<file path="config.mk">
export PLATFORM = sky130hd
export DESIGN_NAME = imem_loader_flat
export DESIGN_NICKNAME = d
export VERILOG_FILES = /design/src/rtl/imem_loader_pkg.sv /design/src/rtl/imem_loader_if.sv /design/src/rtl/imem_loader_word_packer.sv /design/src/rtl/imem_loader.sv /design/src/flat_wrapper.sv
export SDC_FILE = /design/constraint.sdc
export NUM_CORES = 1
export LEC_CHECK = 0
export CELL_PAD_IN_SITES_DETAIL_PLACEMENT = 0
export CELL_PAD_IN_SITES_GLOBAL_PLACEMENT = 1
export CORE_MARGIN = 8
export CORE_UTILIZATION = 42
export DETAILED_ROUTE_END_ITERATION = 10
export HOLD_SLACK_MARGIN = 0.05
export PLACE_DENSITY = 0.86
export SYNTH_ARGS = -nofsm -noshare
export SYNTH_HDL_FRONTEND = slang
export SYNTH_SLANG_ARGS = --single-unit
</file>
<file path="constraint.sdc">
create_clock -name clock -period 3.25 [get_ports clock]
set_input_delay 0.325 -clock clock [delete_from_list [all_inputs] [get_ports clock]]
set_output_delay 0.325 -clock clock [all_outputs]
set_load 0.01 [all_outputs]
</file>
<file path="src/rtl/imem_loader_pkg.sv">
// imem_loader_pkg: shared state encoding and constants for the instruction-memory loader.
package imem_loader_pkg;
  localparam int BYTES_PER_WORD = 4;
  localparam int LEN_W = 16;
  typedef enum logic [2:0] {
    IDLE, LEN_LO, LEN_HI, DATA,
`ifdef IMEM_LOADER_CHECKSUM_EN
    CSUM,
`endif
    DONE, ERR
  } loader_state_t;
endpackage

</file>
<file path="src/rtl/imem_loader_if.sv">
// imem_loader_if: byte-stream handshake in, instruction-memory write port out.
interface imem_loader_if #(parameter int ADDR_W = 6) ();
  logic [7:0] byte_in;
  logic byte_valid;
  logic byte_ready;
  logic imem_we;
  logic [ADDR_W-1:0] imem_addr;
  logic [31:0] imem_wdata;
  modport master (output byte_in, byte_valid, input byte_ready, imem_we, imem_addr, imem_wdata);
  modport slave (input byte_in, byte_valid, output byte_ready, imem_we, imem_addr, imem_wdata);
endinterface

</file>
<file path="src/rtl/imem_loader_word_packer.sv">
// word_packer: gathers four little-endian bytes into a registered 32-bit word with a one-cycle valid.
module word_packer import imem_loader_pkg::*; (
  input  logic clock,
  input  logic reset_n,
  input  logic clr,
  input  logic push,
  input  logic [7:0] din,
  output logic last_byte,
  output logic word_valid,
  output logic [31:0] word
);
  logic [1:0] cnt_q, cnt_d;
  logic [23:0] sr_q, sr_d;
  logic [31:0] word_q, word_d;
  logic valid_q, valid_d;
  always_comb begin
    last_byte = cnt_q == 2'(BYTES_PER_WORD - 1);
    cnt_d = clr ? '0 : push ? cnt_q + 2'd1 : cnt_q;
    sr_d = clr ? '0 : (push && !last_byte) ? {din, sr_q[23:8]} : sr_q;
    word_d = clr ? '0 : (push && last_byte) ? {din, sr_q} : word_q;
    valid_d = !clr && push && last_byte;
  end
  always_ff @(posedge clock) begin
    if (!reset_n) begin
      cnt_q <= '0;
      sr_q <= '0;
      word_q <= '0;
      valid_q <= 1'b0;
    end else begin
      cnt_q <= cnt_d;
      sr_q <= sr_d;
      word_q <= word_d;
      valid_q <= valid_d;
    end
  end
  assign word = word_q;
  assign word_valid = valid_q;
endmodule

</file>
<file path="src/rtl/imem_loader.sv">
// imem_loader: length-prefixed byte-stream loader for instruction memory; holds the core in reset until loaded.
// Defining IMEM_LOADER_CHECKSUM_EN adds a trailing XOR checksum byte that must match for the load to succeed.
module imem_loader import imem_loader_pkg::*; #(
  parameter int DEPTH = 64,
  parameter int ADDR_W = 6
) (
  input  logic clock,
  input  logic reset_n,
  input  logic start,
  imem_loader_if.slave bus,
  output logic cpu_hold,
  output logic done,
  output logic error,
  output logic [ADDR_W:0] word_count
);
`ifdef IMEM_LOADER_CHECKSUM_EN
  localparam loader_state_t TAIL = CSUM;
  logic [7:0] csum_q, csum_d;
`else
  localparam loader_state_t TAIL = DONE;
`endif
  loader_state_t state_q, state_d;
  logic [7:0] len_lo_q, len_lo_d;
  logic [ADDR_W:0] len_q, len_d, cnt_q, cnt_d;
  logic [ADDR_W-1:0] addr_q, addr_d;
  logic [LEN_W-1:0] len_n;
  logic accept, restart, push, last_byte, word_valid;
  logic [31:0] word;
  word_packer u_packer (
    .clock, .reset_n, .clr(restart), .push, .din(bus.byte_in),
    .last_byte, .word_valid, .word
  );
  assign bus.byte_ready = !(state_q == IDLE || state_q == DONE || state_q == ERR);
  always_comb begin
    len_n = {bus.byte_in, len_lo_q};
    accept = bus.byte_valid && bus.byte_ready;
    restart = start && !bus.byte_ready;
    push = accept && state_q == DATA;
    state_d = state_q;
    len_lo_d = len_lo_q;
    len_d = len_q;
    cnt_d = cnt_q;
    addr_d = addr_q;
`ifdef IMEM_LOADER_CHECKSUM_EN
    csum_d = restart ? '0 : push ? csum_q ^ bus.byte_in : csum_q;
`endif
    if (restart) begin
      state_d = LEN_LO;
      cnt_d = '0;
    end else if (accept) begin
      case (state_q)
        LEN_LO: begin
          len_lo_d = bus.byte_in;
          state_d = LEN_HI;
        end
        LEN_HI: begin
          len_d = len_n[ADDR_W:0];
          state_d = len_n > LEN_W'(DEPTH) ? ERR : len_n == '0 ? TAIL : DATA;
        end
        DATA: if (last_byte) begin
          addr_d = cnt_q[ADDR_W-1:0];
          cnt_d = cnt_q + (ADDR_W+1)'(1);
          state_d = cnt_d == len_q ? TAIL : DATA;
        end
`ifdef IMEM_LOADER_CHECKSUM_EN
        CSUM: state_d = bus.byte_in == csum_q ? DONE : ERR;
`endif
        default: state_d = state_q;
      endcase
    end
  end
  always_ff @(posedge clock) begin
    if (!reset_n) begin
      state_q <= IDLE;
      len_lo_q <= '0;
      len_q <= '0;
      cnt_q <= '0;
      addr_q <= '0;
`ifdef IMEM_LOADER_CHECKSUM_EN
      csum_q <= '0;
`endif
    end else begin
      state_q <= state_d;
      len_lo_q <= len_lo_d;
      len_q <= len_d;
      cnt_q <= cnt_d;
      addr_q <= addr_d;
`ifdef IMEM_LOADER_CHECKSUM_EN
      csum_q <= csum_d;
`endif
    end
  end
  assign bus.imem_we = word_valid;
  assign bus.imem_addr = addr_q;
  assign bus.imem_wdata = word;
  assign cpu_hold = state_q != DONE;
  assign done = state_q == DONE;
  assign error = state_q == ERR;
  assign word_count = cnt_q;
endmodule
</file>
<file path="src/flat_wrapper.sv">
// flat-port wrapper written by rule: the top's interface ports become plain ports
module imem_loader_flat import imem_loader_pkg::*;
#(
  parameter int DEPTH = 64,
  parameter int ADDR_W = 6
)
  (clock, reset_n, start, cpu_hold, done, error, word_count, bus_byte_in, bus_byte_valid, bus_byte_ready, bus_imem_we, bus_imem_addr, bus_imem_wdata);
  imem_loader_if #(.ADDR_W(ADDR_W)) bus_i ();
  input  logic clock;
  input  logic reset_n;
  input  logic start;
  output logic cpu_hold;
  output logic done;
  output logic error;
  output logic [ADDR_W:0] word_count;
  input wire logic [$bits(bus_i.byte_in)-1:0] bus_byte_in;
  input wire logic [$bits(bus_i.byte_valid)-1:0] bus_byte_valid;
  output wire logic [$bits(bus_i.byte_ready)-1:0] bus_byte_ready;
  output wire logic [$bits(bus_i.imem_we)-1:0] bus_imem_we;
  output wire logic [$bits(bus_i.imem_addr)-1:0] bus_imem_addr;
  output wire logic [$bits(bus_i.imem_wdata)-1:0] bus_imem_wdata;
  assign bus_i.byte_in = bus_byte_in;
  assign bus_i.byte_valid = bus_byte_valid;
  assign bus_byte_ready = bus_i.byte_ready;
  assign bus_imem_we = bus_i.imem_we;
  assign bus_imem_addr = bus_i.imem_addr;
  assign bus_imem_wdata = bus_i.imem_wdata;
  imem_loader #(.DEPTH(DEPTH), .ADDR_W(ADDR_W)) u_core (.clock(clock), .reset_n(reset_n), .start(start), .bus(bus_i), .cpu_hold(cpu_hold), .done(done), .error(error), .word_count(word_count));
endmodule
</file>
==> results of run 1 <==
power by group:
part,switching [W],leakage (nW),internal [W],total (W)
Combinational,0.0000615,0.653,0.0000374,0.0000988
Clock,0.000409,0.0962,0.000361,0.000770
Sequential,0.0000110,0.725,0.00111,0.00112
Total,0.000482,1.47,0.00151,0.00199
cells in the mapped netlist (2+ instances only):
| master | instances |
|---|---|
| buf_6 | 2 |
| xor2_1 | 7 |
| o21ai_0 | 4 |
| mux2i_1 | 10 |
| nand4b_1 | 2 |
| nor3_1 | 3 |
| buf_2 | 10 |
| xnor2_1 | 7 |
| dfxtp_1 | 90 |
| and3_1 | 2 |
| nor4_1 | 3 |
| a21oi_1 | 72 |
| clkbuf_1 | 15 |
| nor2_1 | 22 |
| ha_1 | 2 |
| nand2_1 | 148 |
| nand4_1 | 3 |
| buf_4 | 3 |
| inv_1 | 7 |
state kept, by name, indices dropped and copies added, names as in the netlist:
signal and count:
u_core.u_packer.word 32, u_core.u_packer.cnt_q 2, u_core.u_packer.word_valid 1, u_core.len_q 7, u_core.len_lo_q 8, u_core.word_count 7, u_core.u_packer.sr_q 24, u_core.state_q 3
u_core.bus.imem_addr 6
area by class of cell:
type	count	area share, %
Sequential cell	90	40.8
Multi-Input combinational cell	312	36.5
Timing Repair Buffer	65	14.5
Tap cell	105	2.98
Clock buffer	9	2.81
Clock inverter	7	1.73
Inverter	7	0.596
per-layer routing:
layer	part of all wire, %	track usage (%)	vias to the layer above
li1	-	-	1535
met5	0	0	-
met1	51	20.3	1397
met2	42	21.1	63
met4	1.3	6.45	0
met3	5.5	3.57	10
cell families (layout without fill, tap and decap cells):
group	after synthesis	count (layout)	share of synthesized area, %
xor+xnor	15	15	4.08
flops	90	90	50.2
compound gates	87	87	13.1
mux	10	10	2.79
buf+inv	38	88	5.05
fa+ha+maj	2	2	0.697
simple gates	198	198	24.1
through the flow:
stage / instances / hold WS, ns / util (%) / setup WS (ns) / instance area, sq um
after floorplan: 440 / 0.432 / - / 1.42 / 3590
after global placement: 579 / 0.442 / 51.0 / 0.895 / 4210
after detailed placement: 579 / 0.445 / 51.0 / 0.847 / 4210
after CTS: 595 / 0.459 / 53.4 / 1.06 / 4410
after global routing: 595 / 0.480 / 53.4 / 0.855 / 4410
final: 595 / 0.454 / 53.4 / 1.06 / 4410
worst register-to-register path, cell delays in order (launching register included):
cell	delay [ns]
dfxtp_1	0.54
ha_1	0.47
xor3_1	0.30
nor4_2	0.16
o31ai_1	0.12
a211o_1	0.32
and4_1	0.17
path summary, 6_finish.rpt:
path / startpoint / depth (start not counted) / slack (ns) / to
worst max register to register: u_core.word_count[0] / 6 / 1.06 / u_core.state_q[1]
worst min register to register: u_core.u_packer.sr_q[7] / 2 / 0.45 / u_core.u_packer.word[7]
worst max-delay path: u_core.word_count[0] / 6 / 1.06 / u_core.state_q[1]
worst min-delay path: u_core.u_packer.sr_q[7] / 2 / 0.45 / u_core.u_packer.word[7]
==> results.ini, run 1 <==
[critical_path]
crit_type = reg -> reg
max_stage_delay_ns = 0.54
worstSetupEndpointType = flop
path_buf_inv = 0
crit_family = flip-flops
cpMaxStageDelayCell = dfxtp_1
crit_chain = ha_1 > xor3_1 > nor4_2 > o31ai_1 > a211o_1 > and4_1
cp.arrival_ns = 2.44
cp_max_fo = 10
worst_setup_path_start_kind = flop
crit_required_ns = 3.50

[timing]
slew_viol_final = 0
max_freq_mhz = 456
hold_viol = 0
slew_headroom_pct = 32.1
fin_crit_ns = 2.19
finClkSkew_ns = 0.0118
setup_viol = 0
fin_setup_tns_ns = 0
rsz0062_at_grt = false
fin_crit_sh_pct = 67.5
worst_pin_slew_ns = 1.02

[yosys]
synth_edf_count = 0
synth_top_area_share_pct = 50.2
synth_area_leader_cell = dfxtp_1
synthCells = 440
synth-main-ff-cell = dfxtp_1
yosysSeqAreaShare_pct = 50.2
synthesis.nets = 454
synth.distinct_cells = 47
synthArstFlopShare_pct = 0
syn-cell-area_sq_mm = 0.00359
syn-mean-instance-area_sq_um = 8.16
synth_warnings = 0
ys_top_cells_by_area = dfxtp_1, nand2_1, a21oi_1, mux2i_1, nor2_1
ys_ff_latch = 90

[finish]
seq_area_sq_mm = 0.00180
final_common_cell = nand2_1
area_growth_pct = 22.8
nets = 499
diodes = 0
multi_input_area_sq_mm = 0.00161
drive_above_1_share_pct = 5.92
fillers = 807
final_cell_mix = nand2_1, dfxtp_1, a21oi_1

[clocking]
clockBufferDepth = 2
cts.sinks = 90
hold_buffers = 0
post_cts_resized = 0
worstSkewPairLatency_ns = 0.36
cts-buffers-inserted = 9
htreeDepth = 3
clkTransAtPathRegs_ns = 0.10
cts_root_buf = clkbuf_8
post_cts_buffers = 0
cts_tree = yes

[min_path]
hp-class = reg -> reg

[floorplanning]
initial_core_util_pct = 43.5
dieHeight_microns = 108
die_w_microns = 108
io_pins = 62
num_rows = 33
die-area_sq_mm = 0.0118
core_sq_mm = 0.00826

[place]
gp_congestion = 0.789
port_buffers = 61
dp_hpwl_microns = 5840

[routing]
viasPerCell = 5.05
ant_nets = 0
first_pass_iters = 4
wl_per_cell_microns = 14.2
dr.first_iter.drc_count = 161
drcViolationCount = 0
wl_microns = 8470
num_vias = 3005

[pwr]
vdd_drop_max_uv = 283
pwr_density_cell_mw_per_mm2 = 451
leakage_nw = 1.47
total_power_w = 0.00199

[flow_run]
max_cap_violations = 0

[grt]
gr-total-overflow = 0
grt_pass1_wl_microns = 14000
antenna_found_initial = 0
grtUsageTotal_pct = 14.7
grt_max_degree = 45
grt_pass1_vias = 2821

[outcome]
outcome = completed

(Power assumes the default switching activity.)
==> run 2: changes to the inputs <==
Settings changed: CORE_UTILIZATION 42 to 35, PLACE_DENSITY 0.86 to 0.76.
Clock period 3.25 ns to 1.77 ns, I/O delays scaled along.
==> run 2 against run 1 <==
Against the previous run:
- clock power is 99% higher
- wire length is 4.9% higher
- largest cell class unchanged
- maximum frequency is 30% higher
- sequential power is 84% higher
- count of clock-buffer cells in the layout stayed put
- highest routed layer unchanged
- final cell count is 9.6% higher
- worst setup slack worse by 0.97 ns
==> results.ini, run 2 (synthesis results as in run 1) <==
[routing]
ant_nets = 0  ; unchanged
wl_per_cell_microns = 13.6  ; -4.2%
dr.first_iter.drc_count = 159  ; -1.2%
wl_microns = 8880  ; +4.9%
num_vias = 3082  ; +2.6%
viasPerCell = 4.73  ; -6.4%
first_pass_iters = 4  ; unchanged
drcViolationCount = 0  ; unchanged

[place]
gp_congestion = 0.831  ; +5.4%
dp_slack_ns = -0.0152  ; -0.863 ns
place_inst = 637  ; +10%
placed_area_sq_mm = 0.00452  ; +7.4%
port_buffers = 61  ; unchanged
dp_hpwl_microns = 6340  ; +8.5%

[timing]
fin_setup_tns_ns = 0  ; unchanged
hold_viol = 0  ; unchanged
final.setup.worst_slack_ns = 0.0821  ; -0.974 ns
finClkSkew_ns = 0.00888  ; -0.00292 ns
slew_headroom_pct = 79.8  ; +48 points
rsz0062_at_grt = false
worst_pin_slew_ns = 0.301  ; -0.717 ns
fin_crit_sh_pct = 95.4  ; +28 points
setup_viol = 0  ; unchanged
slew_viol_final = 0  ; unchanged
max_freq_mhz = 592  ; +30%
fin_crit_ns = 1.69  ; -0.506 ns

[grt]
antenna_found_initial = 0  ; unchanged
gr-total-overflow = 0  ; unchanged
grt_pass1_vias = 2987  ; +5.9%
grtUsageTotal_pct = 12.9  ; -1.8 points
grt_max_degree = 37  ; -18%
grt_pass1_wl_microns = 14900  ; +6.5%

[critical_path]
worst_setup_path_start_kind = flop
cpMaxStageDelayCell = dfxtp_2
crit_type = reg -> reg
cp.arrival_ns = 1.94  ; -0.50 ns
max_stage_delay_ns = 0.35  ; -0.19 ns
worstSetupEndpointType = flop
rr_endpoint = u_core.state_q[1]
path_buf_inv = 0  ; unchanged
r2r_slack_ns = 0.08  ; -0.97 ns
crit_required_ns = 2.02  ; -1.48 ns
reg2regPathDepth = 6  ; unchanged
crit_family = compound AO/OA/AOI/OAI gates
worst-path-stages = 6  ; unchanged
r2r-start = u_core.word_count[0]
crit_chain = ha_4 > o21ba_1 > a221oi_1 > o211ai_1 > a211o_1 > and4_1
cp_max_fo = 8  ; -2

[finish]
postLayoutCoreUtil_pct = 47.1  ; -6.4 points
area_growth_pct = 32.8
largest_reg_flops = 32  ; unchanged
finalNonFillerCells = 652  ; +9.6%
final_area_sq_mm = 0.00477  ; +8.2%
final_cell_mix = nand2_1, dfxtp_1, a21oi_1
drive_above_1_share_pct = 12.6  ; +6.7 points
diodes = 0  ; unchanged
nets = 526  ; +5.4%
final_common_cell = nand2_1

[min_path]
min-delay-start = u_core.u_packer.sr_q[3]
hp-class = reg -> reg
holdPathEnd = u_core.u_packer.word[3]
min_path_cells = 2  ; unchanged

[floorplanning]
initial_core_util_pct = 35.4  ; -8.1 points
dieHeight_microns = 117  ; +8.1%
die-area_sq_mm = 0.0138  ; +17%
num_rows = 37  ; +12%
die_w_microns = 117  ; +8.1%
io_pins = 62  ; unchanged
core_sq_mm = 0.0101  ; +23%

[clocking]
cts.sinks = 90  ; unchanged
cts_tree = yes
cts-buffers-inserted = 9  ; unchanged
hold_buffers = 0  ; unchanged
clkTransAtPathRegs_ns = 0.09  ; about the same
clockBufferDepth = 2  ; unchanged
post_cts_buffers = 0  ; unchanged
cts_root_buf = clkbuf_8
htreeDepth = 3  ; unchanged
worstSkewPairLatency_ns = 0.35  ; about the same

[pwr]
clkPwrFrac_pct = 40.2  ; +1.5 points
p_switching_w = 0.000877  ; +82%
vdd_drop_max_uv = 375  ; +32%
p_seq_share_pct = 54.0  ; -2.3 points
switching_share_pct = 23.0  ; -1.2 points
leakage_nw = 1.68  ; +14%
p_comb_share_pct = 5.8  ; +0.8 points
pwr_density_cell_mw_per_mm2 = 799  ; +77%
p_int_w = 0.00293  ; +95%

[flow_run]
max_cap_violations = 0  ; unchanged

[outcome]
outcome = completed

[run 2: cell types whose count changed in the layout (fill, tap and decap cells not counted), moves of 2 or more]
| cell | before | now |
|---|---|---|
| dfxtp_1 | 90 | 83 |
| buf_12 | 0 | 5 |
| clkdlybuf4s50_1 | 61 | 59 |
| buf_4 | 4 | 26 |
| dlymetal6s2s_1 | 0 | 2 |
| dfxtp_2 | 0 | 6 |
[run 2: power by group through the flow]
stage | Sequential, W | Clock, W | Combinational (W)
global route | 0.00206 | 0.00168 | 0.000240
CTS | 0.00206 | 0.00158 | 0.000220
floorplan | 0.00209 | 0 | 0.000124
finish | 0.00206 | 0.00153 | 0.000220
global placement | 0.00210 | 0 | 0.000219
detailed placement | 0.00210 | 0 | 0.000219
[run 2: area by class of cell]
class,instances,area [sq um]
Clock inverter,6,90.1
Tap cell,136,170
Multi-Input combinational cell,312,1640
Fill cell,1006,5370
Timing Repair Buffer,92,911
Clock buffer,9,124
Inverter,7,26.3
Sequential cell,90,1810
[run 2: what timing repair did]
action | 4_1_cts | 5_1_grt
setup endpoints to repair | 7 | 8
endpoints found under the hold margin | 0 | 0
resized for setup | 5 | 8
[run 2: routing by layer]
metal / share of wire (%) / GRT usage (%) / up-vias
met2: 42 / 18.8 / 70
met1: 52 / 17.7 / 1419
met4: 1.1 / 4.62 / 0
met3: 5.1 / 3.55 / 7
met5: 0 / 0 / -
li1: - / - / 1586
[run 2: how the worst max path moves through the flow]
stage / start / to / slack (ns)
after detailed placement: u_core.word_count[0] / u_core.state_q[1] / -0.02
after global routing: u_core.len_q[6] / u_core.state_q[1] / 0.007
after CTS: u_core.state_q[2] / bus_byte_ready / 0.007
after floorplan: u_core.word_count[1] / u_core.state_q[1] / 0.007
after global placement: u_core.word_count[0] / u_core.state_q[1] / -0.008
final: u_core.word_count[0] / u_core.state_q[1] / 0.08
[run 2: tightest hold or removal path, cell delays in order, from the launching register on]
cell and delay [ns]:
dfxtp_1 0.32, nand2_1 0.06, a21oi_1 0.05
[run 2: through the flow]
stage	hold WS [ns]	total power, W
2_1_floorplan	0.302	0.00222
3_3_place_gp	0.442	0.00232
3_5_place_dp	0.448	0.00232
4_1_cts	0.455	0.00386
5_1_grt	0.477	0.00398
6_report	0.453	0.00381
